`src/rtl/adder_pkg.sv`:
```
// rtl/adder_pkg.sv - shared constants, op-mode type and slice sizing for the pipelined CLA adder
package adder_pkg;

    localparam int GROUP_W = 4;

    typedef enum logic {
        OP_ADD = 1'b0,
        OP_SUB = 1'b1
    } op_mode_e;

    function automatic int slice_width(input int width, input int stages);
        return width / stages;
    endfunction

endpackage

```
`src/rtl/cla_slice.sv`:
```
// rtl/cla_slice.sv - combinational SLICE-bit adder built from 4-bit lookahead groups
module cla_slice
    import adder_pkg::*;
#(
    parameter int SLICE = 16
) (
    input  logic [SLICE-1:0] a_i,
    input  logic [SLICE-1:0] b_i,
    input  logic             cin_i,
    output logic [SLICE-1:0] sum_o,
    output logic             cout_o,
    output logic             msb_p_o,
    output logic             msb_g_o
);

    localparam int NG = SLICE / GROUP_W;

    logic [SLICE-1:0] g, p, c;
    logic [NG-1:0]    grp_g, grp_p;
    logic [NG:0]      grp_c;
    logic             grp_run, cla_run, bit_run;

    assign g = a_i & b_i;
    assign p = a_i ^ b_i;

    always_comb begin
        grp_g   = '0;
        grp_p   = '0;
        grp_run = 1'b1;
        for (int j = 0; j < NG; j++) begin
            grp_run = 1'b1;
            for (int i = GROUP_W - 1; i >= 0; i--) begin
                grp_g[j] = grp_g[j] | (g[j*GROUP_W+i] & grp_run);
                grp_run  = grp_run & p[j*GROUP_W+i];
            end
            grp_p[j] = grp_run;
        end
    end

    // Every group carry is a flat sum of products over the lower groups and cin.
    always_comb begin
        grp_c   = '0;
        cla_run = 1'b1;
        for (int j = 0; j <= NG; j++) begin
            cla_run = 1'b1;
            for (int i = j - 1; i >= 0; i--) begin
                grp_c[j] = grp_c[j] | (grp_g[i] & cla_run);
                cla_run  = cla_run & grp_p[i];
            end
            grp_c[j] = grp_c[j] | (cla_run & cin_i);
        end
    end

    always_comb begin
        c       = '0;
        bit_run = 1'b1;
        for (int j = 0; j < NG; j++) begin
            for (int i = 0; i < GROUP_W; i++) begin
                bit_run = 1'b1;
                for (int k = i - 1; k >= 0; k--) begin
                    c[j*GROUP_W+i] = c[j*GROUP_W+i] | (g[j*GROUP_W+k] & bit_run);
                    bit_run        = bit_run & p[j*GROUP_W+k];
                end
                c[j*GROUP_W+i] = c[j*GROUP_W+i] | (bit_run & grp_c[j]);
            end
        end
    end

    assign sum_o   = p ^ c;
    assign cout_o  = grp_c[NG];
    assign msb_p_o = p[SLICE-1];
    assign msb_g_o = g[SLICE-1];

endmodule

```
`src/rtl/pipelined_cla_adder.sv`:
```
// rtl/pipelined_cla_adder.sv - STAGES-deep pipelined CLA adder/subtractor with global-stall handshake
module pipelined_cla_adder
    import adder_pkg::*;
#(
    parameter int WIDTH  = 64,
    parameter int STAGES = 4
) (
    input  logic             clk_i,
    input  logic             rst_i,
    input  logic             valid_i,
    output logic             ready_o,
    input  logic [WIDTH-1:0] num1_i,
    input  logic [WIDTH-1:0] num2_i,
    input  logic             carry_i,
    input  logic             sub_i,
    output logic             valid_o,
    input  logic             ready_i,
    output logic [WIDTH-1:0] sum_o,
    output logic             carry_o,
    output logic             overflow_o
);

    localparam int SLICE = slice_width(WIDTH, STAGES);

    logic advance;

    assign advance = ~valid_o | ready_i;
    assign ready_o = advance;

    for (genvar k = 0; k < STAGES; k++) begin : g_stage
        localparam int LO  = k * SLICE;
        localparam int REM = WIDTH - LO;

        logic [REM-1:0]      rem_a, rem_b;
        logic [LO+SLICE-1:0] sum_d, sum_q;
        logic [SLICE-1:0]    s_sum, b_eff;
        op_mode_e            op_s;
        logic                cin_s, vld_s, cout_s, msb_p, msb_g;
        logic                vld_q, c_q;

        if (k == 0) begin : g_head
            assign rem_a = num1_i;
            assign rem_b = num2_i;
            assign op_s  = op_mode_e'(sub_i);
            assign cin_s = (op_s == OP_SUB) ? 1'b1 : carry_i;
            assign vld_s = valid_i;
            assign sum_d = s_sum;
        end else begin : g_tail
            assign rem_a = g_stage[k-1].g_fwd.a_q;
            assign rem_b = g_stage[k-1].g_fwd.b_q;
            assign op_s  = g_stage[k-1].g_fwd.op_q;
            assign cin_s = g_stage[k-1].c_q;
            assign vld_s = g_stage[k-1].vld_q;
            assign sum_d = {s_sum, g_stage[k-1].sum_q};
        end

        assign b_eff = (op_s == OP_SUB) ? ~rem_b[SLICE-1:0] : rem_b[SLICE-1:0];

        cla_slice #(
            .SLICE(SLICE)
        ) u_slice (
            .a_i    (rem_a[SLICE-1:0]),
            .b_i    (b_eff),
            .cin_i  (cin_s),
            .sum_o  (s_sum),
            .cout_o (cout_s),
            .msb_p_o(msb_p),
            .msb_g_o(msb_g)
        );

        always_ff @(posedge clk_i) begin
            if (rst_i) begin
                vld_q <= 1'b0;
                c_q   <= 1'b0;
                sum_q <= '0;
            end else if (advance) begin
                vld_q <= vld_s;
                c_q   <= cout_s;
                sum_q <= sum_d;
            end
        end

        if (k < STAGES - 1) begin : g_fwd
            // Only the operand bits not yet consumed travel on to later stages.
            logic [REM-SLICE-1:0] a_q, b_q;
            op_mode_e             op_q;
            logic                 unused_msb;

            assign unused_msb = msb_p ^ msb_g;

            always_ff @(posedge clk_i) begin
                if (rst_i) begin
                    a_q  <= '0;
                    b_q  <= '0;
                    op_q <= OP_ADD;
                end else if (advance) begin
                    a_q  <= rem_a[REM-1:SLICE];
                    b_q  <= rem_b[REM-1:SLICE];
                    op_q <= op_s;
                end
            end
        end else begin : g_last
            logic ovf_q;

            // With the MSB propagate clear, A and B' agree there and the generate bit equals A's MSB.
            always_ff @(posedge clk_i) begin
                if (rst_i) begin
                    ovf_q <= 1'b0;
                end else if (advance) begin
                    ovf_q <= ~msb_p & (s_sum[SLICE-1] ^ msb_g);
                end
            end
        end
    end

    assign valid_o    = g_stage[STAGES-1].vld_q;
    assign sum_o      = g_stage[STAGES-1].sum_q;
    assign carry_o    = g_stage[STAGES-1].c_q;
    assign overflow_o = g_stage[STAGES-1].g_last.ovf_q;

endmodule
```
`config.mk`:
```
export PLATFORM = sky130hd
export DESIGN_NAME = pipelined_cla_adder
export DESIGN_NICKNAME = d
export VERILOG_FILES = /design/src/rtl/adder_pkg.sv /design/src/rtl/cla_slice.sv /design/src/rtl/pipelined_cla_adder.sv
export SDC_FILE = /design/constraint.sdc
export NUM_CORES = 1
export LEC_CHECK = 0
export ABC_CLOCK_PERIOD_IN_PS = 5700
export CAP_MARGIN = 20
export CORE_ASPECT_RATIO = 1.2
export CORE_MARGIN = 1.5
export CORE_UTILIZATION = 55
export DETAILED_ROUTE_END_ITERATION = 6
export GPL_TIMING_DRIVEN = 0
export PLACE_DENSITY = 0.82
export SLEW_MARGIN = 10
export SYNTH_ARGS = -nofsm -noshare
export SYNTH_HDL_FRONTEND = slang
export SYNTH_SLANG_ARGS = --single-unit
export TNS_END_PERCENT = 1
```
`constraint.sdc`:
```
create_clock -name clk_i -period 5.7 [get_ports clk_i]
set_clock_uncertainty 0.15 [all_clocks]
set_input_delay 0.855 -clock clk_i [delete_from_list [all_inputs] [get_ports clk_i]]
set_output_delay 0.855 -clock clk_i [all_outputs]
set_load 0.01 [all_outputs]
```
* Word-level counts from Yosys, hierarchy flattened
Index checks and enable logic that the tools add are counted.
Storage, ports and cells: bits in registers 364, input bits 134
Cells by class: multiplexer cells 5, bitwise logic cells 509
Operators with widths (count):
- 1-bit bitwise AND | 305
- 1-bit bitwise OR | 185
- 16-bit XOR | 8
- 16-bit bitwise AND | 4
- 16-bit two-way mux | 4
- 16-bit NOT | 4
- 1-bit NOT | 2
- 1-bit two-way mux | 1
- 1-bit XOR | 1

* Logic depth before layout (Yosys ltp)
Gate-level depths: netlist (run 1).
word-level depth 16, mapped depth 13

* Modules after synthesis
A second synthesis (run 1) with hierarchy kept.
Second synthesis, totals: cells, all modules 1991, area, all modules 16001.6 um^2
Modules (own cells, without submodules):
- pipelined_cla_adder | times used 1, cells an instance 1652, area each 13191.4 um^2
- cla_slice at g_stage[1].u_slice ... | times used 3, cells an instance 80, area each 669.4 um^2
- cla_slice at g_stage[0].u_slice | times used 1, cells an instance 99, area each 802.0 um^2

* Worst setup path before layout (run 1)
OpenSTA, ideal clock, no wires.
kind input to register, start input port sub_i, end register g_stage[0].sum_q[13], setup time 0.070 ns, arrival time 3.327 ns, slack 2.153 ns, cell stages on the path 12, path buffers 2, cells stage by stage buf_4 buf_1 xor2_1 ha_1 nand3_1 a211oi_1 nor3_1 a21o_1 fa_1 xnor2_1 nand2_1 a21oi_1
On the way: longest elaborated chain between the ends 13, elaborated cells on any way between the ends 42, classes of those cells 2 x mux; 40 x bitwise
RTL lines:
- start: declaration | line pipelined_cla_adder.sv:15 | input logic sub_i,
- 16-bit two-way mux | line pipelined_cla_adder.sv:57 | assign b_eff = (op_s == OP_SUB) ? ~rem_b[SLICE-1:0] : rem_b[SLICE-1:0];
- 16-bit bitwise AND or 16-bit XOR (tied branches) | line cla_slice.sv:23, cla_slice.sv:24
- 1-bit bitwise AND, on equally long branches | line cla_slice.sv:33, cla_slice.sv:34
- 1-bit bitwise OR (tied with other cells) | line cla_slice.sv:33 | grp_g[j] = grp_g[j] | (g[j*GROUP_W+i] & grp_run);
- 1-bit bitwise OR or 1-bit bitwise AND (tied branches) | line cla_slice.sv:33
- 1-bit bitwise OR | line cla_slice.sv:33
- 1-bit bitwise AND | line cla_slice.sv:47 | grp_c[j] = grp_c[j] | (grp_g[i] & cla_run);
- 1-bit bitwise OR (2 in series) | line cla_slice.sv:47
- 1-bit bitwise OR | line cla_slice.sv:50 | grp_c[j] = grp_c[j] | (cla_run & cin_i);
- 1-bit bitwise AND | line cla_slice.sv:64 | c[j*GROUP_W+i] = c[j*GROUP_W+i] | (bit_run & grp_c[j]);
- 1-bit bitwise OR | line cla_slice.sv:64
- 16-bit XOR * | line cla_slice.sv:69 | assign sum_o = p ^ c;
- end signal: assignment | line pipelined_cla_adder.sv:79 | sum_q <= sum_d;
- end: declaration | line pipelined_cla_adder.sv:35 | logic [LO+SLICE-1:0] sum_d, sum_q;
Mark *: on every way between the ends. The rest lies on a longest branch, timed or not. A chain may end at the register's enable or synchronous reset.

* Final worst setup path (run 1)
start input port ready_i, end output port ready_o
On the way: longest elaborated chain between the ends 1
RTL lines:
- start: declaration | line pipelined_cla_adder.sv:17 | input logic ready_i,
- 1-bit bitwise OR | line pipelined_cla_adder.sv:27 | assign advance = ~valid_o | ready_i;
- end: declaration | line pipelined_cla_adder.sv:11 | output logic ready_o,
Every way passes these cells.

==> results.sh, run 1 <==
export IMPL_outcome="finished, violations left"
export IMPL_violations="DRC"
export IMPL_dr_total_vias=14418
export IMPL_end_kind="primary output"
export IMPL_rows=67
export IMPL_insertion_delay_ns=0.52
export IMPL_place_ws_ns=1.37
export IMPL_fmax_mhz=230
export IMPL_drtIter0Drc=980
export IMPL_maxSlewHeadroom_pct=31.7
export IMPL_layout_drive_gt1_share_pct=2.68
export IMPL_crit_path_start_kind="primary input"
export IMPL_initial_core_util_pct=55.9
export IMPL_top_level_ports=202
export IMPL_synth_nets=2189
export IMPL_hold_path_class="reg2reg"
export IMPL_num_antenna_cells=0
export IMPL_gp_congestion=0.932
export IMPL_final_setup_viol_count=0
export IMPL_wl_met1_mm=18.0
export IMPL_dieArea_um2=29500
export IMPL_synth_seq_cells=364
export IMPL_root_buffer="clkbuf_16"
export IMPL_synth_distinct_cells=55
export IMPL_synth_top_cell_by_area="dfxtp_1"
export IMPL_area_growth_synth_to_final_pct=23.0
export IMPL_power_leakage_uw=0.00774
export IMPL_finalMaxSlewViolations=0
export IMPL_fin_setup_tns_ns=0
export IMPL_cellPowerDensity_nw_per_um2=308
export IMPL_grt_antenna_before_repair=0
export IMPL_cts_resized=0
export IMPL_syn_area_per_cell_um2=7.93
export IMPL_min_period_over_period_pct=76.3
export IMPL_fp_coreArea_um2=28000
export IMPL_grt_use_total_pct=30.6
export IMPL_synthTopCellsByArea="dfxtp_1 (47%), nand2_1 (16%), a21oi_1 (11%)"
export IMPL_wirelength_mm=45.3
export IMPL_fin_nets=2426
export IMPL_dr_pass1_iters=7
export IMPL_worstPathArrival_ns=3.34
export IMPL_yosys_warnings=0
export IMPL_hold_viol_final=0
export IMPL_cts_buffers=36
export IMPL_cp_max_fo=10
export IMPL_io_buffers=199
export IMPL_grt_pass1_vias=14107
export IMPL_clk_pin_slew_ns=0.06
export IMPL_htree_levels=2
export IMPL_wl_per_cell_um=17.3
export IMPL_utilization_pct=68.8
export IMPL_clock_path_buffers=3
export IMPL_synthArstFlopShare_pct=0
export IMPL_postSynth_topFlopCell="dfxtp_1"
export IMPL_cts_tree="built"
export IMPL_cts_hold_buffers=0
export IMPL_synth_top_area_share_pct=46.5
export IMPL_synth_edf_count=0
export IMPL_max_cap_violations=0
export IMPL_grt_start_max_net_pins=15
export IMPL_nFillCells=2322
export IMPL_postRouteAntennaNets=0
export IMPL_overflow=0
export IMPL_cts_sink_count=364
export IMPL_synthCells=1975
export IMPL_top_layer="met4"
export IMPL_synth_most_common_cell="nand2_1"
export IMPL_vdd_drop_max_mv=0.249
export IMPL_rsz0062_at_grt="false"
export IMPL_fin_ws_ns=1.35
export IMPL_drcViolationCount=1
export IMPL_postCtsSetupBuffers=0
export IMPL_crit_type="in2out"
export IMPL_holdWs_ns=0.301
export IMPL_wl_met2_mm=21.7
export IMPL_dieHeight_um=188
export IMPL_grt_pass1_wl_mm=71.2
export IMPL_vias_per_cell=5.52
export IMPL_worst_pin_slew_ns=1.02
export IMPL_post_route_min_period_ns=4.35
export IMPL_seq_area_frac_synth_pct=46.5
export IMPL_hpwlAfterDp_mm=33.4
export IMPL_synthTopCellsByCount="nand2_1 (665), dfxtp_1 (364), a21oi_1 (353), clkbuf_1 (118), xor2_1 (69)"
export IMPL_worstPathRequired_ns=4.70
export IMPL_netlist_area_um2=15700
export IMPL_die_width_um=157
export IMPL_wl_met3_mm=3.33
## power breakdown
| group | internal, µW | switching, µW | total, µW |
|---|---|---|---|
| Combinational | 363 | 430 | 793 |
| Sequential | 2720 | 108 | 2830 |
| Clock | 1330 | 980 | 2310 |
## metrics by stage
stage / total power, µW / std cells / cell area (µm²)
2_1_floorplan: 3320 / 1975 / 15700
6_report: 5930 / 2614 / 19300
3_5_place_dp: 3650 / 2553 / 18100
5_1_grt: 6150 / 2614 / 19300
3_3_place_gp: 3620 / 2553 / 18100
4_1_cts: 5920 / 2614 / 19300
## worst paths after layout
kind | start | to | slack [ns] | cells past startpoint
max | ready_i | ready_o | 1.35 | 6
min | g_stage[0].g_fwd.a_q[37]$_SDFFE_PP0P_ | g_stage[0].g_fwd.a_q[37]$_SDFFE_PP0P_ | 0.30 | 2
max reg2reg | g_stage[0].g_fwd.op_q$_SDFFE_PP0P_ | g_stage[1].sum_q[24]$_SDFFE_PP0P_ | 1.47 | 10
min reg2reg | g_stage[0].g_fwd.a_q[37]$_SDFFE_PP0P_ | g_stage[0].g_fwd.a_q[37]$_SDFFE_PP0P_ | 0.30 | 2
## critical path: stages
cell and delay, ns:
clkdlybuf4s50_1 0.46, nor2b_1 0.08, clkinv_1 0.11, clkbuf_1 0.52, buf_1 0.64, clkdlybuf4s50_1 0.67
## flip-flops by register name, summed over array words and instances (netlist names)
signal,cells
carry_o,1
g_stage.c_q,3
g_stage.g_fwd.a_q,96
g_stage.g_fwd.b_q,96
g_stage.g_fwd.op_q,3
g_stage.sum_q,96
g_stage.vld_q,3
overflow_o,1
sum_o,64
valid_o,1
## metal layers
| metal | track usage, % | vias to the layer above |
|---|---|---|
| li1 | - | 7019 |
| met1 | 36.8 | 6690 |
| met2 | 53.3 | 562 |
| met3 | 4.39 | 147 |
| met4 | 14.3 | 0 |
| met5 | 0 | - |
## kinds of logic after synthesis
| family | count (synthesis) | share of synthesized area, % |
|---|---|---|
| flops | 364 | 46.5 |
| xor+xnor | 91 | 5.09 |
| compound gates | 474 | 16.9 |
| buf+inv | 178 | 4.29 |
| simple gates | 787 | 20.0 |
| fa+ha+maj | 80 | 7.16 |
| mux | 1 | 0.0639 |
## cells in the final DEF, fill, tap and decap left out, types with 16 or more instances in the layout
cell / n
nand2_1: 665
dfxtp_1: 364
a21oi_1: 353
clkdlybuf4s50_1: 199
clkbuf_1: 126
xor2_1: 69
ha_1: 64
inv_1: 47
nor2_1: 46
clkbuf_16: 37
a211oi_1: 26
o21ai_0: 24
xnor2_1: 22
nand3_1: 20
nor3_1: 16
fa_1: 16
## final cells by class
| cell class | count | area, µm² | share of cell area, % |
|---|---|---|---|
| Buffer | 129 | 488 | 2.53 |
| Inverter | 49 | 184 | 0.955 |
| Tap cell | 379 | 474 | 2.46 |
| Clock inverter | 9 | 82.6 | 0.429 |
| Timing Repair Buffer | 199 | 1990 | 10.3 |
| Multi-Input combinational cell | 1433 | 7710 | 40.0 |
| Clock buffer | 52 | 1050 | 5.46 |
| Sequential cell | 364 | 7290 | 37.8 |
Power figures use the tool's default switching activity.
==> run 2: changes to the inputs <==
ABC_CLOCK_PERIOD_IN_PS = 3500   (was 5700)
CORE_UTILIZATION = 50   (was 55)
PLACE_DENSITY = 0.79   (was 0.82)
clock period = 3.5 ns   (was 5.7 ns; I/O delays follow)
==> results.sh, run 2 (synthesis results as in run 1) <==
export IMPL_initial_core_util_pct=51.1
export IMPL_cp_max_fo=10
export IMPL_cellPowerDensity_nw_per_um2=505
export IMPL_postRouteAntennaNets=0
export IMPL_grt_pass1_wl_mm=69.7
export IMPL_drcViolationCount=0
export IMPL_placed_cells=2570
export IMPL_worstSetupEndpoint="ready_o"
export IMPL_fin_setup_tns_ns=0
export IMPL_vias_per_cell=5.41
export IMPL_nFillCells=2737
export IMPL_dieHeight_um=197
export IMPL_dr_pass1_iters=5
export IMPL_die_width_um=165
export IMPL_fin_nets=2423
export IMPL_hold_path_class="in2reg"
export IMPL_place_ws_ns=-0.657
export IMPL_vdd_drop_max_mv=0.395
export IMPL_worstPathArrival_ns=2.72
export IMPL_final_common_cell="nand2_1"
export IMPL_overflow=0
export IMPL_clk_pin_slew_ns=0.06
export IMPL_wl_per_cell_um=17.2
export IMPL_fin_ws_ns=0.110
export IMPL_use_met1_pct=34.0
export IMPL_hpwlAfterDp_mm=33.9
export IMPL_hold_start="sub_i"
export IMPL_outcome="finished, final reports clean"
export IMPL_max_cap_violations=0
export IMPL_final_setup_viol_count=0
export IMPL_r2r_start="g_stage[0].g_fwd.op_q$_SDFFE_PP0P_"
export IMPL_grt_start_max_net_pins=16
export IMPL_min_period_over_period_pct=96.9
export IMPL_fmax_mhz=295
export IMPL_io_buffers=199
export IMPL_seq_area_um2=7300
export IMPL_drtIter0Drc=1130
export IMPL_root_buffer="clkbuf_16"
export IMPL_dieArea_um2=32400
export IMPL_crit_path_start_kind="primary input"
export IMPL_clock_path_buffers=3
export IMPL_cts_sink_count=364
export IMPL_crit_start="ready_i"
export IMPL_rows=70
export IMPL_area_growth_synth_to_final_pct=23.6
export IMPL_r2r_end="g_stage[1].sum_q[28]$_SDFFE_PP0P_"
export IMPL_rsz0062_at_grt="false"
export IMPL_layout_drive_gt1_share_pct=3.13
export IMPL_final_cell_mix="nand2_1 (665), dfxtp_1 (361), a21oi_1 (351)"
export IMPL_dpl_instance_area_um2=18200
export IMPL_grt_antenna_before_repair=0
export IMPL_top_level_ports=202
export IMPL_cts_buffers=36
export IMPL_stdcell_area_um2=19400
export IMPL_maxSlewHeadroom_pct=27.2
export IMPL_final_cell_count_no_fill=2629
export IMPL_met3_usage_pct=3.70
export IMPL_num_antenna_cells=0
export IMPL_cts_tree="built"
export IMPL_crit_type="in2out"
export IMPL_grt_pass1_vias=13711
export IMPL_grt_use_total_pct=27.6
export IMPL_multi_input_area_um2=7720
export IMPL_worst_pin_slew_ns=1.09
export IMPL_end_kind="primary output"
export IMPL_insertion_delay_ns=0.52
export IMPL_r2r_cells=9
export IMPL_cts_hold_buffers=0
export IMPL_worstPathRequired_ns=2.82
export IMPL_top_regs="g_stage.g_fwd.a_q: 96 flops, g_stage.g_fwd.b_q: 96 flops, g_stage.sum_q: 96 flops"
export IMPL_total_power_uw=9770
export IMPL_power_leakage_uw=0.00777
export IMPL_hold_viol_final=0
export IMPL_htree_levels=2
export IMPL_fp_coreArea_um2=30700
export IMPL_post_route_min_period_ns=3.39
export IMPL_grt_busiest_layer="met2"
export IMPL_finalMaxSlewViolations=0
export IMPL_gp_congestion=0.908
export IMPL_dr_total_vias=14236
export IMPL_use_met2_pct=47.7
export IMPL_r2r_setup_slack_ns=0.17
export IMPL_wirelength_mm=45.2
-- run 2: changes by cell type in the layout (fill, tap and decap cells not counted), moves of 2 or more --
cell       change
clkinv_2       -3
buf_1          -2
clkbuf_4       +2
clkbuf_1       -3
a21oi_1        -2
a21oi_2        +2
dfxtp_1        -3
bufinv_16      +2
dfxtp_4        +2
-- run 2: worst min path at each step --
stage | slack, ns | depth (start not counted) | end
after detailed placement | 0.29 | 2 | sum_o[13]$_SDFFE_PP0P_
after CTS | 0.25 | 3 | g_stage[0].g_fwd.op_q$_SDFFE_PP0P_
after global routing | 0.26 | 3 | g_stage[0].g_fwd.op_q$_SDFFE_PP0P_
after floorplan | 0.27 | 2 | g_stage[0].sum_q[11]$_SDFFE_PP0P_
after global placement | 0.29 | 2 | g_stage[0].sum_q[3]$_SDFFE_PP0P_
final | 0.25 | 3 | g_stage[0].g_fwd.op_q$_SDFFE_PP0P_
-- run 2: what timing repair did --
action | in CTS | in global routing
pin swaps | 0 | 1
buffers inserted | 0 | 1
cloned | 0 | 0
resized for setup | 8 | 10
setup endpoints to repair | 26 | 10
-- run 2: where the power goes --
part | leakage [µW] | switching (µW) | internal, µW
Combinational | 0.00420 | 680 | 592
Clock | 0.000568 | 1590 | 2300
Sequential | 0.00300 | 184 | 4430
Total | 0.00777 | 2450 | 7320
-- run 2: per-layer routing --
layer | wire (µm) | vias to the layer above
met2 | 22000 | 500
met5 | 0 | -
li1 | - | 7014
met4 | 2010 | 0
met3 | 2870 | 115
met1 | 18400 | 6607
-- run 2: through the flow --
stage                     hold WS (ns)  utilization [%]
after floorplan                  0.275                -
after global placement           0.289             59.2
after detailed placement         0.294             59.2
after CTS                        0.245             63.1
after global routing             0.261             63.2
final                            0.254             63.2
-- run 2: cell type report --
class / instances / area share (%)
flip-flops and latches: 364 / 37.7
inverters: 49 / 0.950
well taps: 396 / 2.56
clock inverters: 8 / 0.659
multi-input cells: 1433 / 39.9
clock buffers: 54 / 5.42
repair buffers: 200 / 10.3
plain buffers: 125 / 2.49
-- run 2: critical path: stages --
cell	delay [ns]
clkdlybuf4s50_1	0.46
nor2b_1	0.08
clkinv_1	0.12
clkbuf_1	0.51
buf_2	0.41
clkdlybuf4s50_1	0.60
==> run 3: changes to the inputs <==
CORE_UTILIZATION = 25   (was 50)
PLACE_DENSITY = 0.47   (was 0.79)
==> results.sh, run 3 (synthesis results as in run 1) <==
export IMPL_cts_sink_count=364
export IMPL_maxSlewHeadroom_pct=35.8
export IMPL_finalMaxSlewViolations=0
export IMPL_total_power_uw=9870
export IMPL_fin_setup_tns_ns=0
export IMPL_crit_path_start_kind="flop"
export IMPL_hold_viol_final=0
export IMPL_worst_pin_slew_ns=0.963
export IMPL_fin_nets=2429
export IMPL_dr_pass1_iters=5
export IMPL_htree_levels=2
export IMPL_end_kind="flop"
export IMPL_min_period_over_period_pct=94.7
export IMPL_vias_per_cell=4.45
export IMPL_worstPathRequired_ns=3.80
export IMPL_r2r_setup_slack_ns=0.18
export IMPL_seq_area_um2=7300
export IMPL_multi_input_area_um2=7720
export IMPL_dieHeight_um=277
export IMPL_gp_congestion=0.829
export IMPL_fp_coreArea_um2=62100
export IMPL_clock_path_buffers=3
export IMPL_grt_use_total_pct=16.2
export IMPL_hpwlAfterDp_mm=41.2
export IMPL_grt_start_max_net_pins=14
export IMPL_rsz0062_at_grt="false"
export IMPL_wirelength_mm=52.4
export IMPL_place_ws_ns=-0.717
export IMPL_crit_type="reg2reg"
export IMPL_cts_tree="built"
export IMPL_cts_hold_buffers=0
export IMPL_drcViolationCount=0
export IMPL_worstPathArrival_ns=3.62
export IMPL_num_antenna_cells=0
export IMPL_fin_ws_ns=0.184
export IMPL_fmax_mhz=302
export IMPL_area_growth_synth_to_final_pct=27.3
export IMPL_clk_pin_slew_ns=0.06
export IMPL_top_regs="g_stage.g_fwd.a_q: 96 flops, g_stage.g_fwd.b_q: 96 flops, g_stage.sum_q: 96 flops"
export IMPL_die_width_um=232
export IMPL_drtIter0Drc=632
export IMPL_cts_buffers=39
export IMPL_rows=100
export IMPL_placed_cells=2992
export IMPL_cellPowerDensity_nw_per_um2=495
export IMPL_vdd_drop_max_mv=0.277
export IMPL_holdWs_ns=0.274
export IMPL_power_leakage_uw=0.00781
export IMPL_crit_chain="buf_6 -> xor2_1 -> ha_1 -> a21o_1 -> a221o_1 -> or2_2 -> a21oi_1 -> fa_1 -> a211oi_1"
export IMPL_max_cap_violations=0
export IMPL_postRouteAntennaNets=0
export IMPL_final_setup_viol_count=0
export IMPL_cp_max_fo=10
export IMPL_top_level_ports=202
export IMPL_overflow=0
export IMPL_grt_antenna_before_repair=0
export IMPL_insertion_delay_ns=0.54
export IMPL_dr_total_vias=13601
export IMPL_wl_per_cell_um=17.1
export IMPL_dieArea_um2=64200
export IMPL_outcome="finished, final reports clean"
export IMPL_initial_core_util_pct=25.2
export IMPL_hold_path_class="in2reg"
export IMPL_grt_pass1_wl_mm=79.8
export IMPL_cp_buffers_inverters=1
export IMPL_final_cell_count_no_fill=3055
export IMPL_final_common_cell="nand2_1"
export IMPL_nFillCells=6736
export IMPL_post_route_min_period_ns=3.32
export IMPL_final_cell_mix="nand2_1 (665), dfxtp_1 (361), a21oi_1 (352)"
export IMPL_root_buffer="clkbuf_16"
export IMPL_cpMaxStageDelayCell="fa_1"
export IMPL_grt_pass1_vias=13453
export IMPL_max_stage_delay_ns=0.50
export IMPL_crit_family="compound AO/OA/AOI/OAI gates"
export IMPL_layout_drive_gt1_share_pct=3.39
export IMPL_io_buffers=199
run 3: tightest hold or removal path: stages:
cell,delay (ns)
buf_4,0.22
nand2_1,0.10
a21oi_1,0.06
run 3: routing by layer:
| layer | share of wire (%) | up-vias | wire length [µm] | global-route usage, % |
|---|---|---|---|---|
| met1 | 44 | 6220 | 23200 | 20.3 |
| met3 | 4.6 | 67 | 2430 | 2.91 |
| li1 | - | 7024 | - | - |
| met5 | 0 | - | 0 | 0 |
| met4 | 2.5 | 0 | 1290 | 4.91 |
| met2 | 49 | 290 | 25500 | 27.9 |
run 3: final cells by class:
cell class	instances	area share, %
plain buffers	125	2.46
clock buffers	57	5.63
clock inverters	8	0.376
inverters	49	0.922
multi-input cells	1433	38.7
flip-flops and latches	364	36.6
well taps	816	5.12
repair buffers	203	10.2
run 3: power by group:
part / switching, µW / internal (µW)
registers: 177 / 4430
logic: 703 / 594
clock network: 1680 / 2290
run 3: worst paths after layout:
kind,depth (start not counted),to,start
worst max register to register,9,g_stage[1].sum_q[24]$_SDFFE_PP0P_,g_stage[0].g_fwd.op_q$_SDFFE_PP0P_
worst min-delay path,3,g_stage[0].g_fwd.op_q$_SDFFE_PP0P_,sub_i
worst max-delay path,9,g_stage[1].sum_q[24]$_SDFFE_PP0P_,g_stage[0].g_fwd.op_q$_SDFFE_PP0P_
worst min register to register,2,g_stage[2].sum_q[33]$_SDFFE_PP0P_,g_stage[2].sum_q[33]$_SDFFE_PP0P_
run 3: stage by stage:
| stage | area [µm²] | utilization (%) |
|---|---|---|
| finish | 19900 | 32.1 |
| global route | 19900 | 32.1 |
| CTS | 19900 | 32.1 |
| detailed placement | 18700 | 30.1 |
| global placement | 18700 | 30.1 |
| floorplan | 15700 | - |
run 3: repair_timing:
| item | in CTS | in global routing |
|---|---|---|
| buffers inserted | 0 | 2 |
| endpoints found under the setup margin | 32 | 10 |
| resized for setup | 10 | 8 |
| pin swaps | 0 | 1 |
